<file path="src/rtl/credit_pkg.sv">
// Types and helpers shared by both ends of the credit link.
// Holds the link FSM states and the credit-counter width function.
package credit_pkg;

    typedef enum logic [1:0] {
        RESET  = 2'd0,
        SYNC   = 2'd1,
        ACTIVE = 2'd2
    } credit_state_e;

    function automatic int credit_cw(input int max_credits);
        return $clog2(max_credits + 1);
    endfunction

endpackage

</file>
<file path="src/rtl/credit_counter.sv">
// Sender-side credit counter: load, increment and decrement.
// Saturates at MAX_CREDITS and raises a sticky overflow flag when it does.
module credit_counter
    import credit_pkg::*;
#(
    parameter  int MAX_CREDITS = 4,
    localparam int CW          = credit_cw(MAX_CREDITS)
) (
    input  logic          clk,
    input  logic          rst,
    input  logic          load,
    input  logic [CW-1:0] load_val,
    input  logic          inc,
    input  logic          dec,
    output logic [CW-1:0] count,
    output logic          overflow
);

    localparam logic [CW-1:0] MAX_C = CW'(MAX_CREDITS);
    localparam logic [CW-1:0] ONE   = CW'(1);

    // Simultaneous inc and dec cancel out, so a full counter can still trade one for one.
    always_ff @(posedge clk or posedge rst) begin
        if (rst) begin
            count    <= '0;
            overflow <= 1'b0;
        end else if (load) begin
            count <= load_val;
        end else if (inc && !dec) begin
            if (count == MAX_C)
                overflow <= 1'b1;
            else
                count <= count + ONE;
        end else if (dec && !inc) begin
            count <= count - ONE;
        end
    end

endmodule

</file>
<file path="src/rtl/credit_sender.sv">
// Push side of the credit link: forwards ready/valid words while credits remain.
// Also runs the sender half of the reset handshake with the receiver.
module credit_sender
    import credit_pkg::*;
#(
    parameter  int WIDTH       = 8,
    parameter  int MAX_CREDITS = 4,
    localparam int CW          = credit_cw(MAX_CREDITS)
) (
    input  logic             clk,
    input  logic             rst,
    input  logic [CW-1:0]    credit_initial,
    input  logic [WIDTH-1:0] in_data,
    input  logic             in_valid,
    output logic             in_ready,
    output logic [WIDTH-1:0] push_data,
    output logic             push_valid,
    input  logic             push_credit,
    input  logic             push_receiver_in_reset,
    output logic             push_sender_in_reset,
    output logic [CW-1:0]    credit_count,
    output logic             credit_error
);

    localparam logic [CW-1:0] MAX_C = CW'(MAX_CREDITS);

    credit_state_e state, state_nxt;
    logic          accept;
    logic          cnt_load;
    logic          cnt_inc;
    logic [CW-1:0] init_clamped;

    always_ff @(posedge clk or posedge rst) begin
        if (rst)
            state <= RESET;
        else
            state <= state_nxt;
    end

    always_comb begin
        state_nxt = state;
        cnt_load  = 1'b0;
        cnt_inc   = 1'b0;
        case (state)
            RESET: begin
                cnt_load  = 1'b1;
                state_nxt = SYNC;
            end
            SYNC: begin
                cnt_inc = push_credit;
                if (!push_receiver_in_reset)
                    state_nxt = ACTIVE;
            end
            ACTIVE: begin
                cnt_inc = push_credit;
                if (push_receiver_in_reset)
                    state_nxt = RESET;
            end
            default: state_nxt = RESET;
        endcase
    end

    assign init_clamped = (credit_initial > MAX_C) ? MAX_C : credit_initial;

    // Gated by the receiver reset so no word is taken on the cycle the link drops.
    assign in_ready = (state == ACTIVE) && !push_receiver_in_reset && (credit_count != '0);
    assign accept   = in_valid && in_ready;

    credit_counter #(
        .MAX_CREDITS (MAX_CREDITS)
    ) u_counter (
        .clk      (clk),
        .rst      (rst),
        .load     (cnt_load),
        .load_val (init_clamped),
        .inc      (cnt_inc),
        .dec      (accept),
        .count    (credit_count),
        .overflow (credit_error)
    );

    always_ff @(posedge clk or posedge rst) begin
        if (rst) begin
            push_valid           <= 1'b0;
            push_data            <= '0;
            push_sender_in_reset <= 1'b1;
        end else begin
            push_valid           <= accept;
            push_sender_in_reset <= (state_nxt == RESET);
            if (accept)
                push_data <= in_data;
        end
    end

endmodule

</file>
<file path="config.mk">
export PLATFORM = sky130hd
export DESIGN_NAME = credit_sender
export DESIGN_NICKNAME = d
export VERILOG_FILES = /design/src/rtl/credit_pkg.sv /design/src/rtl/credit_counter.sv /design/src/rtl/credit_sender.sv
export SDC_FILE = /design/constraint.sdc
export NUM_CORES = 1
export LEC_CHECK = 0
export ABC_AREA = 1
export CAP_MARGIN = 20
export CORE_UTILIZATION = 43
export DETAILED_ROUTE_END_ITERATION = 8
export GPL_TIMING_DRIVEN = 0
export HOLD_SLACK_MARGIN = 0.03
export PLACE_DENSITY = 0.88
export SYNTH_ARGS = -nofsm -noshare
export SYNTH_HDL_FRONTEND = slang
export SYNTH_SLANG_ARGS = --single-unit
</file>
<file path="constraint.sdc">
create_clock -name clk -period 2.6 [get_ports clk]
set_clock_uncertainty 0.15 [all_clocks]
set_input_delay 0.39 -clock clk [delete_from_list [all_inputs] [get_ports clk]]
set_output_delay 0.39 -clock clk [all_outputs]
set_load 0.01 [all_outputs]
</file>
-- Yosys cells after proc, flatten, opt, wreduce, memory -nomap -nowiden
Cells that the tools add are included.
- register bits after elaboration: 16
- latch bits: 0
- RAM bits: 0
- ROM bits: 0
- input bits: 16
- output and inout bits: 15
- logic and storage cells: 39
- memories: 0
- $add $sub $neg: 2
- multiply operators: 0
- divide/modulo/power cells: 0
- order comparisons: 1
- eq/ne operators: 4
- shifts and indexed selects: 0
- mux-type cells: 10
- bitwise logic cells: 1
- reductions and logical operators: 15
- operators with widths (cell ; number):
    3-bit 2-to-1 mux ; 5
    2-bit one-hot mux with 3 select lines ; 1
    3-bit nonzero test ; 2
    1-bit logical AND ; 5
    2-bit zero test ; 2
    2-bit 2-to-1 mux ; 2
    3-bit by 1-bit adder with 3-bit output, second input constant ; 1
    3-bit equality test, second input constant ; 1
    3-bit > comparator, second input constant ; 1
    1-bit zero test ; 3
    3-bit != test, second input constant ; 1
    3-bit AND reduction ; 1
    3-bit by 1-bit subtractor with 3-bit output, second input constant ; 1
    2-bit by 1-bit equality test with 1-bit output, second input constant ; 1
    2-bit equality test, second input constant ; 1
    1-bit 2-to-1 mux ; 2
    2-bit AND reduction ; 1
    2-bit OR reduction ; 1
    1-bit NOT ; 1

-- Longest topological paths before layout
- word-level depth: 8
- gate-level depth with buffers: 13
- depth with buffers taken out: 13

-- Hierarchy
Synthesis repeated with hierarchy kept, for this count alone.
- cells, all modules: 113
- area total of the unflattened synthesis: 905.9 µm²
- modules (own cells, without submodules) (module ; times used ; cells an instance ; area each (µm²) ; seq. area each (µm²)):
    credit_sender ; 1 ; 75 ; 644.4 ; 301.5
    credit_counter ; 1 ; 38 ; 261.5 ; 100.1

-- Worst setup path before layout
Ideal clock, no wire load.
- kind: reg-to-reg
- start point: register state[0]
- end point: register u_counter.count[2]
- setup time: 0.117 ns
- arrival time: 1.756 ns
- slack: 0.576 ns
- stages on the path, launching flop included: 13
- buffers on the path: 0
- period minus slack after synthesis: 2.024 ns
- cell sequence: dfrtp_1 > inv_1 > ha_1 > nand2_1 > inv_1 > nand2_1 > fa_1 > xor2_1 > inv_1 > nand2_1 > nand3_1 > nand3_1 > nand2_1
- cells in the longest elaborated chain, start to end: 8
- elaborated cells between the ends (all ways): 18
- RTL lines (item ; RTL line ; source):
    start, declared ; credit_sender.sv:27 ; credit_state_e state, state_nxt;
    start signal, assigned ; credit_sender.sv:37 ; state <= state_nxt;
    2-bit equality test ; credit_sender.sv:44, credit_sender.sv:66 ;
    1-bit logical AND (2 in a row) ; credit_sender.sv:66 ; assign in_ready = (state == ACTIVE) && !push_receiver_in_reset && (credit_count != '0);
    1-bit logical AND ; credit_sender.sv:67 ; assign accept = in_valid && in_ready;
    1-bit zero test ; credit_counter.sv:29 ; end else if (inc && !dec) begin
    1-bit logical AND ; credit_counter.sv:29 ;
    3-bit != test (no line) (tied with other cells) ; n/a ;
    2-bit AND reduction (no line) / 3-bit 2-to-1 mux (equally long branches) ; n/a ;
    end signal, assigned ; credit_counter.sv:28 ; count <= load_val;
    end signal, assigned ; credit_counter.sv:33 ; count <= count + ONE;
    end signal, assigned ; credit_counter.sv:35 ; count <= count - ONE;
    end, declared ; credit_counter.sv:15 ; output logic [CW-1:0] count,
Parallel ways exist; a longest one is shown, timed or not.
A chain may end at the register's enable or synchronous reset.

-- Final worst setup path
- start point: register state[0]
- end point: output port in_ready
- cells in the longest elaborated chain, start to end: 3
- RTL lines (item ; RTL line ; source):
    2-bit equality test ; credit_sender.sv:66 ;
    1-bit logical AND (2 in a row) ; credit_sender.sv:66 ;
    end, declared ; credit_sender.sv:15 ; output logic in_ready,
No other way between the ends.

==> flow_metrics.tcl <==
set metrics [dict create \
    clkPwrFrac 0.121 \
    grt_max_degree 17 \
    mostFrequentLayoutCell "nand2_1" \
    cts.sinks 16 \
    synth_warnings 0 \
    gp_congestion 0.870 \
    dr.pass1.iters 4 \
    syn_to_final_growth_pct 44.0 \
    p_leak_uw 0.000619 \
    fin_crit_sh 0.890 \
    worst_pin_slew_ns 0.565 \
    viasPerCell 4.70 \
    start_kind "register" \
    tns_ns 0 \
    routedWlPerCell_um 11.2 \
    r2r_cells 12 \
    required_ns 2.06 \
    rows 15 \
    cts_resized 0 \
    post-cts-setup-buffers 0 \
    crit_path_max_fanout 4 \
    clk_transition_reported_paths_ns 0.08 \
    drive_gt1_frac 0.0970 \
    grt_pass1_vias 744 \
    grt_use_total 0.195 \
    synth_edf_count 0 \
    synth_top_area_cell "dfrtp_1" \
    multi_input_area_sq_um 359 \
    cts_tree "built" \
    detail-route-antenna-nets 0 \
    p_comb_frac 0.526 \
    status "completed" \
    p_int_uw 781 \
    synthTopCellsByArea "dfrtp_1, nand2_1, inv_1" \
    reg2reg_to "u_counter.count[2]" \
    fill_cells 145 \
    wirelength_um 1780 \
    dp_hpwl_um 1420 \
    arrival_ns 1.77 \
    swShare 0.392 \
    vias 748 \
    grt_pass1_wl_um 2900 \
    root_buffer "clkbuf_4" \
    cts_buffers 3 \
    overflow 0 \
    coreArea_sq_um 1780 \
    die_x_um 46.1 \
    setup_viol 0 \
    synth.avg_cell_area_sq_um 8.36 \
    synth_cell_types 21 \
    drt-initial-drc-count 15 \
    dieArea_sq_um 2120 \
    die_h_um 46.1 \
    timing.hold.ws_ns 0.304 \
    worst-setup-path-type "reg -> out" \
    fin_nets 156 \
    worst_hold_path_type "in -> async" \
    p_sw_uw 503 \
    rrSetupSlack_ns 0.33 \
    r2r_start "state[1]" \
    syn-cell-area_sq_um 836 \
    clock_latency_ns 0.28 \
    mostFrequentLayoutCells "nand2_1, clkdlybuf4s50_1, inv_1" \
    seq_area_frac_synth 0.481 \
    synth-main-ff-cell "dfrtp_1" \
    p_per_area_nw_per_um2 1070 \
    fin_ws_ns 0.286 \
    start_util 0.469 \
    finalHoldViolCount 0 \
    antenna_found_initial 0 \
    drcViolationCount 0 \
    synth_seq_cells 16 \
    postLayoutCoreUtil 0.675 \
    rsz0062_at_grt "false" \
    insertedDiodeCount 0 \
    clock_path_buffers 2 \
    ioPinCount 31 \
    async_flop_share 1.00 \
    end_kind "primary output" \
    cts_hold_buf 0 \
    fmax_mhz 432 \
    syn_nets 121 \
    max_cap_viol_count 0 \
    synth.top_cell.area_share 0.449 \
    io_buffer_count 30 \
    slew_viol_final 0 \
    final.min_clock_period_ns 2.31 \
    vdd_ir_drop_max_uv 557 \
    ctsHtreeMaxLevel 1 \
    seqPwrFrac 0.353 \
    post-place-ws_ns 0.177 \
    seq_area_sq_um 402 \
    postSynthCellCount 100 \
    slew_headroom 0.623 \
]
stage by stage:
stage / total power, uW / area [sq um] / cells
floorplan: 831 / 836 / 100
global placement: 1100 / 1170 / 155
detailed placement: 1140 / 1170 / 155
CTS: 1300 / 1200 / 159
global route: 1400 / 1200 / 159
finish: 1280 / 1200 / 159
state kept, by name, indices dropped and copies added (netlist names):
register	cells
u_counter.count	3
push_sender_in_reset	1
push_data	8
u_counter.overflow	1
state	2
push_valid	1
kinds of logic after synthesis:
family                     synth area share
adders and majority gates            0.0838
xor gates and xnor gates             0.0105
DFF                                   0.481
and+or+nand+nor                       0.295
AOI/OAI and AO/OA                    0.0404
buffers and inverters                0.0898
critical path, cell delays in order, from the launching register on:
cell             delay (ns)
dfrtp_1                0.42
inv_1                  0.09
ha_1                   0.16
inv_1                  0.07
nor2_4                 0.12
nand2_1                0.07
inv_1                  0.04
clkdlybuf4s50_1        0.52
Yosys cell counts, types with 2 or more instances:
library cell / n
inv_1: 16
o21ai_0: 3
nand2_1: 38
ha_1: 4
dfrtp_1: 15
nand3_1: 6
nor2_1: 2
nand3_2: 2
nor2_4: 2
how the worst max path moves through the flow:
stage / start / depth (start not counted) / end
2_1_floorplan: state[0] / 12 / u_counter.count[2]
3_3_place_gp: push_receiver_in_reset / 11 / u_counter.count[2]
3_5_place_dp: push_receiver_in_reset / 11 / u_counter.count[2]
4_1_cts: state[0] / 7 / in_ready
5_1_grt: state[0] / 12 / u_counter.count[2]
6_report: state[0] / 7 / in_ready
cell type report:
cell class                 count  share of cell area
buffer                         1             0.00936
clock buffer                   4              0.0301
sequential                    16               0.334
timing repair buffer          30               0.249
inverter                      17              0.0530
tap                           25              0.0260
multi-input combinational     66               0.298
layer usage:
layer | wire length, um | share of wire | track usage
met1 | 696 | 0.39 | 0.210
met2 | 968 | 0.55 | 0.361
met3 | 81 | 0.046 | 0.0275
met4 | 28 | 0.016 | 0.106
met5 | 0 | 0 | 0
power by group through the flow:
stage	Combinational (uW)	Clock, uW	Sequential (uW)
floorplan	340	0	491
global placement	647	0	450
detailed placement	679	0	456
CTS	683	162	453
global route	758	173	469
finish	675	156	453
No activity file was read; power rests on OpenSTA's default activity.
